===== config.mk =====
export PLATFORM = sky130hd
export DESIGN_NAME = param_choice_pht
export DESIGN_NICKNAME = d
export VERILOG_FILES = /design/src/rtl/param_choice_pht.sv
export SDC_FILE = /design/constraint.sdc
export NUM_CORES = 2
export LEC_CHECK = 0
export CAP_MARGIN = 40
export CORE_MARGIN = 4
export CORE_UTILIZATION = 28
export CTS_CLUSTER_DIAMETER = 60
export DETAILED_ROUTE_END_ITERATION = 10
export GPL_TIMING_DRIVEN = 1
export PLACE_DENSITY = 0.46
export REMOVE_ABC_BUFFERS = 1
export SYNTH_ARGS = -nofsm -noshare
export SYNTH_HDL_FRONTEND = slang
export SYNTH_SLANG_ARGS = --single-unit

===== constraint.sdc =====
create_clock -name clk -period 5.6 [get_ports clk]
set_input_delay 1.12 -clock clk [delete_from_list [all_inputs] [get_ports clk]]
set_output_delay 1.12 -clock clk [all_outputs]
set_load 0.01 [all_outputs]

===== src/rtl/param_choice_pht.sv =====
// Tournament chooser PHT: per-index saturating counters select the bimodal (0) or global (1)
// predictor, trained in program order from a deferred-update FIFO of fetch-time lookups.
module param_choice_pht #(
    parameter int IDX_W  = 8,
    parameter int CTR_W  = 2,
    parameter int FIFO_D = 8
) (
    input  logic                    clk,
    input  logic                    resetn,
    input  logic                    stallreq,
    input  logic [IDX_W-1:0]        rd_idx,
    output logic                    pred_method,
    input  logic                    alloc_valid,
    input  logic [IDX_W-1:0]        alloc_idx,
    input  logic                    alloc_pred_b,
    input  logic                    alloc_pred_g,
    output logic                    alloc_ready,
    input  logic                    res_valid,
    input  logic                    res_taken,
    input  logic                    flush,
    output logic [$clog2(FIFO_D):0] fifo_count,
    output logic                    err_ovf,
    output logic                    err_udf
);
    localparam int ENTRIES = 1 << IDX_W;
    localparam int PTR_W   = $clog2(FIFO_D);
    localparam int CNT_W   = PTR_W + 1;

    localparam logic [CTR_W-1:0] CTR_MAX  = {CTR_W{1'b1}};
    localparam logic [CTR_W-1:0] CTR_ZERO = {CTR_W{1'b0}};
    localparam logic [CTR_W-1:0] CTR_INIT = {1'b0, {(CTR_W-1){1'b1}}};
    localparam logic [CTR_W-1:0] CTR_ONE  = CTR_W'(1);
    localparam logic [PTR_W-1:0] PTR_ONE  = PTR_W'(1);
    localparam logic [CNT_W-1:0] CNT_ONE  = CNT_W'(1);
    localparam logic [CNT_W-1:0] CNT_FULL = CNT_W'(FIFO_D);

    logic [CTR_W-1:0]   ctr_q [ENTRIES];
    logic [ENTRIES-1:0] valid_q;
    logic [IDX_W-1:0]   fifo_idx_q [FIFO_D];
    logic [FIFO_D-1:0]  fifo_b_q;
    logic [FIFO_D-1:0]  fifo_g_q;

    logic [PTR_W-1:0]   rd_ptr_q, rd_ptr_d;
    logic [PTR_W-1:0]   wr_ptr_q, wr_ptr_d;
    logic [CNT_W-1:0]   count_q, count_d;
    logic               err_ovf_q, err_ovf_d;
    logic               err_udf_q, err_udf_d;

    logic               pop_s;
    logic               alloc_ready_s;
    logic               alloc_fire_s;
    logic               init_s;
    logic               train_s;
    logic [IDX_W-1:0]   head_idx_s;
    logic               head_b_s;
    logic               head_g_s;
    logic [CTR_W-1:0]   head_ctr_s;
    logic [CTR_W-1:0]   train_val_s;

    // Handshake decode, head training value and next pointer/occupancy/error state.
    always_comb begin
        pop_s         = res_valid & ~stallreq & (count_q != {CNT_W{1'b0}});
        alloc_ready_s = (count_q != CNT_FULL) | pop_s;
        alloc_fire_s  = alloc_valid & ~stallreq & ~flush & alloc_ready_s;
        init_s        = alloc_fire_s & ~valid_q[alloc_idx];

        head_idx_s = fifo_idx_q[rd_ptr_q];
        head_b_s   = fifo_b_q[rd_ptr_q];
        head_g_s   = fifo_g_q[rd_ptr_q];
        head_ctr_s = ctr_q[head_idx_s];

        // A same-cycle first allocation of the head's index re-initialises it; training yields.
        train_s = pop_s & (head_b_s ^ head_g_s) & ~(init_s & (alloc_idx == head_idx_s));
        if (head_g_s == res_taken) begin
            train_val_s = (head_ctr_s == CTR_MAX) ? CTR_MAX : head_ctr_s + CTR_ONE;
        end else begin
            train_val_s = (head_ctr_s == CTR_ZERO) ? CTR_ZERO : head_ctr_s - CTR_ONE;
        end

        if (flush) begin
            rd_ptr_d = {PTR_W{1'b0}};
            wr_ptr_d = {PTR_W{1'b0}};
            count_d  = {CNT_W{1'b0}};
        end else begin
            rd_ptr_d = pop_s ? rd_ptr_q + PTR_ONE : rd_ptr_q;
            wr_ptr_d = alloc_fire_s ? wr_ptr_q + PTR_ONE : wr_ptr_q;
            case ({alloc_fire_s, pop_s})
                2'b10:   count_d = count_q + CNT_ONE;
                2'b01:   count_d = count_q - CNT_ONE;
                default: count_d = count_q;
            endcase
        end

        err_ovf_d = alloc_valid & ~stallreq & ~flush & ~alloc_ready_s;
        err_udf_d = res_valid & ~stallreq & (count_q == {CNT_W{1'b0}});
    end

    // Control state with synchronous reset: pointers, occupancy, error pulses, valid bits.
    always_ff @(posedge clk) begin
        if (!resetn) begin
            rd_ptr_q  <= {PTR_W{1'b0}};
            wr_ptr_q  <= {PTR_W{1'b0}};
            count_q   <= {CNT_W{1'b0}};
            err_ovf_q <= 1'b0;
            err_udf_q <= 1'b0;
            valid_q   <= {ENTRIES{1'b0}};
        end else begin
            rd_ptr_q  <= rd_ptr_d;
            wr_ptr_q  <= wr_ptr_d;
            count_q   <= count_d;
            err_ovf_q <= err_ovf_d;
            err_udf_q <= err_udf_d;
            if (init_s) begin
                valid_q[alloc_idx] <= 1'b1;
            end
        end
    end

    // Storage without reset: counters deliberately survive reset, FIFO payload is gated by occupancy.
    always_ff @(posedge clk) begin
        if (resetn) begin
            if (alloc_fire_s) begin
                fifo_idx_q[wr_ptr_q] <= alloc_idx;
                fifo_b_q[wr_ptr_q]   <= alloc_pred_b;
                fifo_g_q[wr_ptr_q]   <= alloc_pred_g;
            end
            if (train_s) begin
                ctr_q[head_idx_s] <= train_val_s;
            end
            if (init_s) begin
                ctr_q[alloc_idx] <= CTR_INIT;
            end
        end
    end

    assign pred_method = resetn & valid_q[rd_idx] & ctr_q[rd_idx][CTR_W-1];
    assign alloc_ready = alloc_ready_s;
    assign fifo_count  = count_q;
    assign err_ovf     = err_ovf_q;
    assign err_udf     = err_udf_q;

endmodule

### Word-level counts from Yosys, hierarchy flattened

Memory sizes are Yosys's and may differ from the RTL's. A register that Yosys moved wholly into a read port is not among the register bits.
Cells that the tools add are included.

| word-level totals | value |
|---|---|
| word-level logic and storage cells | 87 |
| flip-flop bits (word level) | 284 |
| input bits | 25 |
| output and inout port bits | 8 |
| memory bits (writable) | 576 |
| bits in read-only memories | 0 |
| latch bits | 0 |
| memories | 2 |

| cells by class | value |
|---|---|
| muxes and demuxes | 29 |
| equality and inequality tests | 6 |
| $lt $le $gt $ge | 6 |
| reductions and logical operators | 8 |
| shifts and indexed selects | 0 |
| div/mod/pow operators | 0 |
| add/subtract/negate cells | 6 |
| $mul | 0 |
| bitwise logic cells | 22 |

Memories:

| memory | depth | bits a word | rd ports | clocked after Yosys merged registers in | write ports | line | text |
|---|---|---|---|---|---|---|---|
| ctr_q | 256 | 2 | 2 | 0 | 2 | 37 | `logic [CTR_W-1:0] ctr_q [ENTRIES];` |
| fifo_idx_q | 8 | 8 | 1 | 1 | 1 | 39 | `logic [IDX_W-1:0] fifo_idx_q [FIFO_D];` |

Operators by type and width:

| operator | number |
|---|---|
| bitwise OR 256 bit | 1 |
| less-than comparator 8 x 9 -> 1 bit (second input constant) | 2 |
| binary-select mux 1 bit (select 8 bit) | 2 |
| bitwise mux 8 bit | 2 |
| two-way mux 1 bit | 15 |
| AND 1 bit | 13 |
| demux 1 bit (select 8 bit) | 1 |
| equality test 8 bit | 1 |
| >= comparator 8 x 1 -> 1 bit (second input constant) | 1 |
| less-than comparator 3 x 4 -> 1 bit (second input constant) | 2 |
| one-hot mux 4 bit (2 select lines) | 1 |
| adder 3 x 1 -> 3 bit (second input constant) | 2 |
| binary-select mux 1 bit (select 3 bit) | 2 |
| two-way mux 2 bit | 3 |
| two-way mux 3 bit | 2 |
| NOT 1 bit | 6 |
| adder 4 x 1 -> 4 bit (second input constant) | 1 |
| equality test 2 bit (second input constant) | 2 |
| logical NOT 4 bit | 1 |
| != test 4 bit (second input constant) | 1 |
| nonzero test 4 bit | 1 |
| subtractor 4 x 1 -> 4 bit (second input constant) | 1 |
| demux 1 bit (select 3 bit) | 1 |
| >= comparator 3 x 1 -> 1 bit (second input constant) | 1 |
| 11 further kinds | 12 |

### Depth between registers and ports, before layout

| logic depth | value |
|---|---|
| depth after elaboration | 12 |
| gate-level depth with buffers | 19 |
| depth with buffers taken out | 11 |

### Worst setup path before layout

No wires, ideal clock.

| timing | value |
|---|---|
| path kind | input to output |
| start point | input port rd_idx[0] |
| end point | output port pred_method |
| stages | 11 |
| slack | 743 ps |
| data required time | 4480 ps |
| arrival | 3737 ps |
| path buffers | 4 |
| cell sequence | clkbuf_1 clkbuf_1 buf_1 clkbuf_1 o21ai_0 mux4_2 o211ai_1 o211ai_1 o211ai_1 o211ai_1 o211a_1 |

| on the way | value |
|---|---|
| word-level cells in the longest chain between the ends | 4 |
| elaborated cells between the ends (all ways) | 5 |
| classes of those cells | 2 x mux; 2 x bitwise; 1 x memory |

Ends and longest elaborated chain:

| element | line | text |
|---|---|---|
| from (decl) | 11 | `input logic [IDX_W-1:0] rd_idx,` |
| binary-select mux 1 bit (select 8 bit) | 136 | `assign pred_method = resetn & valid_q[rd_idx] & ctr_q[rd_idx][CTR_W-1];` |
| two-way mux 1 bit (implied by the code) | 136 |  |
| AND 1 bit | 136 |  |
| AND 1 bit (*) | 136 |  |
| to (decl) | 12 | `output logic pred_method,` |

Mark *: on every way between the ends. The rest lies on a longest branch, timed or not. The select of a mux whose other input is x is not followed.

==> impl_metrics.json <==
{
  "grt_usage_pct": 26.8,
  "final_nets": 5910,
  "crit_type": "reg -> reg",
  "dieArea_mm2": 0.180,
  "leakagePower_nw": 20.3,
  "synth-seq-cells": 863,
  "postCtsSetupRepairBufs": 0,
  "worstPathCellList": "mux2_1 -> mux4_4 -> buf_12 -> buf_12 -> mux4_2 -> nand2_1 -> a41oi_1 -> or4_1 -> o22ai_1 -> buf_4 -> buf_4 -> o31ai_4 -> buf_12 -> a311oi_1 -> o21ai_1",
  "synth_ff_type": "dfxtp_1",
  "finalCritPeriodShare_pct": 98.6,
  "timing.final.crit_period_ps": 5520,
  "cp_common_cell": "buf_12",
  "grt_start_max_net_pins": 153,
  "clockBufferDepth": 3,
  "synth_edf_count": 80,
  "layoutNonFillerInstCount": 8289,
  "viasPerCell": 6.20,
  "insertion_delay_ps": 790,
  "syn_inst": 5722,
  "endpoint_kind": "flop",
  "antenna_found_initial": 2,
  "layout-drive-gt1-share_pct": 19.5,
  "yosysWarnings": 0,
  "drt_pre_antenna_iters": 6,
  "p_per_area_mw_per_mm2": 262,
  "status": "complete, no violations",
  "grt_pass1_wl_um": 357000,
  "dp_hpwl_um": 168000,
  "gp_congestion": 0.939,
  "first_global_vias": 48700,
  "clock.fmax_mhz": 181,
  "cts_buffers": 118,
  "hold_violations": 0,
  "maxSlewViolCount": 0,
  "syn2layout_area_growth_pct": 22.9,
  "required_ps": 6210,
  "ctsHoldBuffers": 0,
  "clkTransAtPathRegs_ps": 60,
  "syn_area_per_cell_um2": 8.46,
  "cts_tree": "yes",
  "tightest_slew_ps": 936,
  "rows": 152,
  "drc_errors": 0,
  "die_y_um": 424,
  "wl_per_cell_um": 30.3,
  "maxCapViolCount": 0,
  "grt_setup_unrepaired": "no",
  "die_x_um": 424,
  "hp-class": "reg -> reg",
  "cp.arrival_ps": 6130,
  "slowest_stage": "or4_1",
  "design.portCount": 33,
  "ir_worst_vdd_mv": 0.232,
  "setup_violations": 0,
  "wirelength_um": 251000,
  "place_inst": 8068,
  "startpoint_type": "flop",
  "ys_async_sr_fraction_pct": 0,
  "fin_util_pct": 34.7,
  "p_total_w": 0.0156,
  "max_slew_margin_pct": 37.1,
  "skew_ps": 62.1,
  "syn-cell-area_mm2": 0.0484,
  "final_antenna_net_count": 0,
  "cts_resized": 0,
  "ys_seq_area_share_pct": 37.3,
  "vias": 51400,
  "overflow": 0,
  "worstPathMaxFanout": 96,
  "drtIter0Drc": 6718,
  "tns_ps": 0,
  "slowest_delay_ps": 730,
  "port_buffers": 32,
  "htree_num_levels": 3,
  "start_util_pct": 28.2,
  "core_mm2": 0.172,
  "cts_num_sinks": 863,
  "synth_cell_types": 72,
  "root_buffer": "clkbuf_16"
}
## synth_stat cells, types with 14 or more instances
library cell / count / area, µm²
nor3_1: 56 / 280
mux2i_1: 115 / 1150
buf_6: 28 / 315
clkbuf_1: 405 / 1520
buf_1: 38 / 143
nor4_1: 243 / 1520
edfxtp_1: 80 / 2400
nand4_1: 245 / 1530
a21oi_1: 21 / 105
a21boi_1: 202 / 1520
o211ai_1: 29 / 218
buf_2: 123 / 616
a22oi_1: 31 / 233
o22ai_1: 14 / 87.6
a311oi_1: 157 / 1380
o21ai_0: 164 / 821
nor2_1: 415 / 1560
nand3_1: 182 / 911
a21boi_0: 55 / 413
mux4_2: 197 / 4440
nand2_1: 1377 / 5170
o21ai_1: 226 / 1130
a311oi_2: 100 / 1500
o311ai_0: 248 / 2170
dfxtp_1: 783 / 15700
## metrics by stage
step	worst slack [ps]	cell area [µm²]	hold WS, ps
after floorplan	-18740	45800	432
after global placement	160	55200	444
after detailed placement	170	55500	446
after CTS	161	59500	456
after global routing	51.1	59500	464
final	78.9	59500	457
## logic make-up after synthesis
logic type,Yosys count,share of synthesized area [%]
adder cells (fa/ha/maj),6,0.171
AO/OA/AOI/OAI,1329,21.2
flip-flops,863,37.3
multiplexers,329,11.9
buffers and inverters,610,5.54
AND/OR/NAND/NOR,2567,23.4
XOR/XNOR,18,0.326
## state kept, by name, summed over array words and instances (netlist names), named ones only
signal,count
fifo_g_q,8
wr_ptr_q,3
ctr_q,512
fifo_b_q,8
err_udf,1
fifo_count,4
valid_q,256
err_ovf,1
fifo_idx_q,64
rd_ptr_q,3
## path summary, 6_finish.rpt
path | start | to | slack (ps) | cells past startpoint
min reg2reg | valid_q[92] | valid_q[92] | 460 | 2
max | flop | ctr_q[206][0] | 80 | 15
max reg2reg | flop | ctr_q[206][0] | 80 | 15
min | valid_q[92] | valid_q[92] | 460 | 2
## layer usage
layer,vias to the layer above,track usage (%),part of all wire [%]
li1,21900,-,-
met4,2,14.7,6.3
met3,745,6.41,11
met1,25400,36.6,41
met2,3384,38.8,42
met5,-,0,0.0036
## worst max-delay path: cells and delay by family (launching register included)
kind | cells | cell delay (ps)
flops | 1 | 580
compound gates | 5 | 1190
buf+inv | 5 | 1040
mux | 3 | 1490
simple gates | 2 | 890
## cells in the final DEF, fill, tap and decap left out, types with 115 or more instances in the layout
master,Yosys,layout
buf_12,0,126
o311ai_0,248,248
o21ai_1,226,224
nor4_1,243,240
buf_4,8,473
mux2i_1,115,115
nor2_1,415,413
o21ai_0,164,163
a21boi_1,202,201
clkbuf_16,0,119
nand2_1,1377,1375
nand3_1,182,181
a311oi_1,157,157
nand4_1,245,245
dfxtp_1,783,782
mux4_2,197,193
## report_power, final
| part | leakage [nW] | switching (W) | internal, W | total (W) |
|---|---|---|---|---|
| combinational | 11.3 | 0.000850 | 0.000346 | 0.00120 |
| clock | 1.96 | 0.00323 | 0.00470 | 0.00793 |
| sequential | 7.08 | 0.0000886 | 0.00635 | 0.00644 |
| total | 20.3 | 0.00417 | 0.0114 | 0.0156 |
## final cells by class
type | instances | area [µm²]
clock buffers | 150 | 3230
flip-flops and latches | 863 | 18100
clock inverters | 67 | 811
fillers | 17800 | 112000
inverters | 8 | 30.0
repair buffers | 639 | 6560
well taps | 2310 | 2890
diodes | 3 | 7.51
multi-input cells | 4249 | 27900
(Power assumes the default switching activity.)
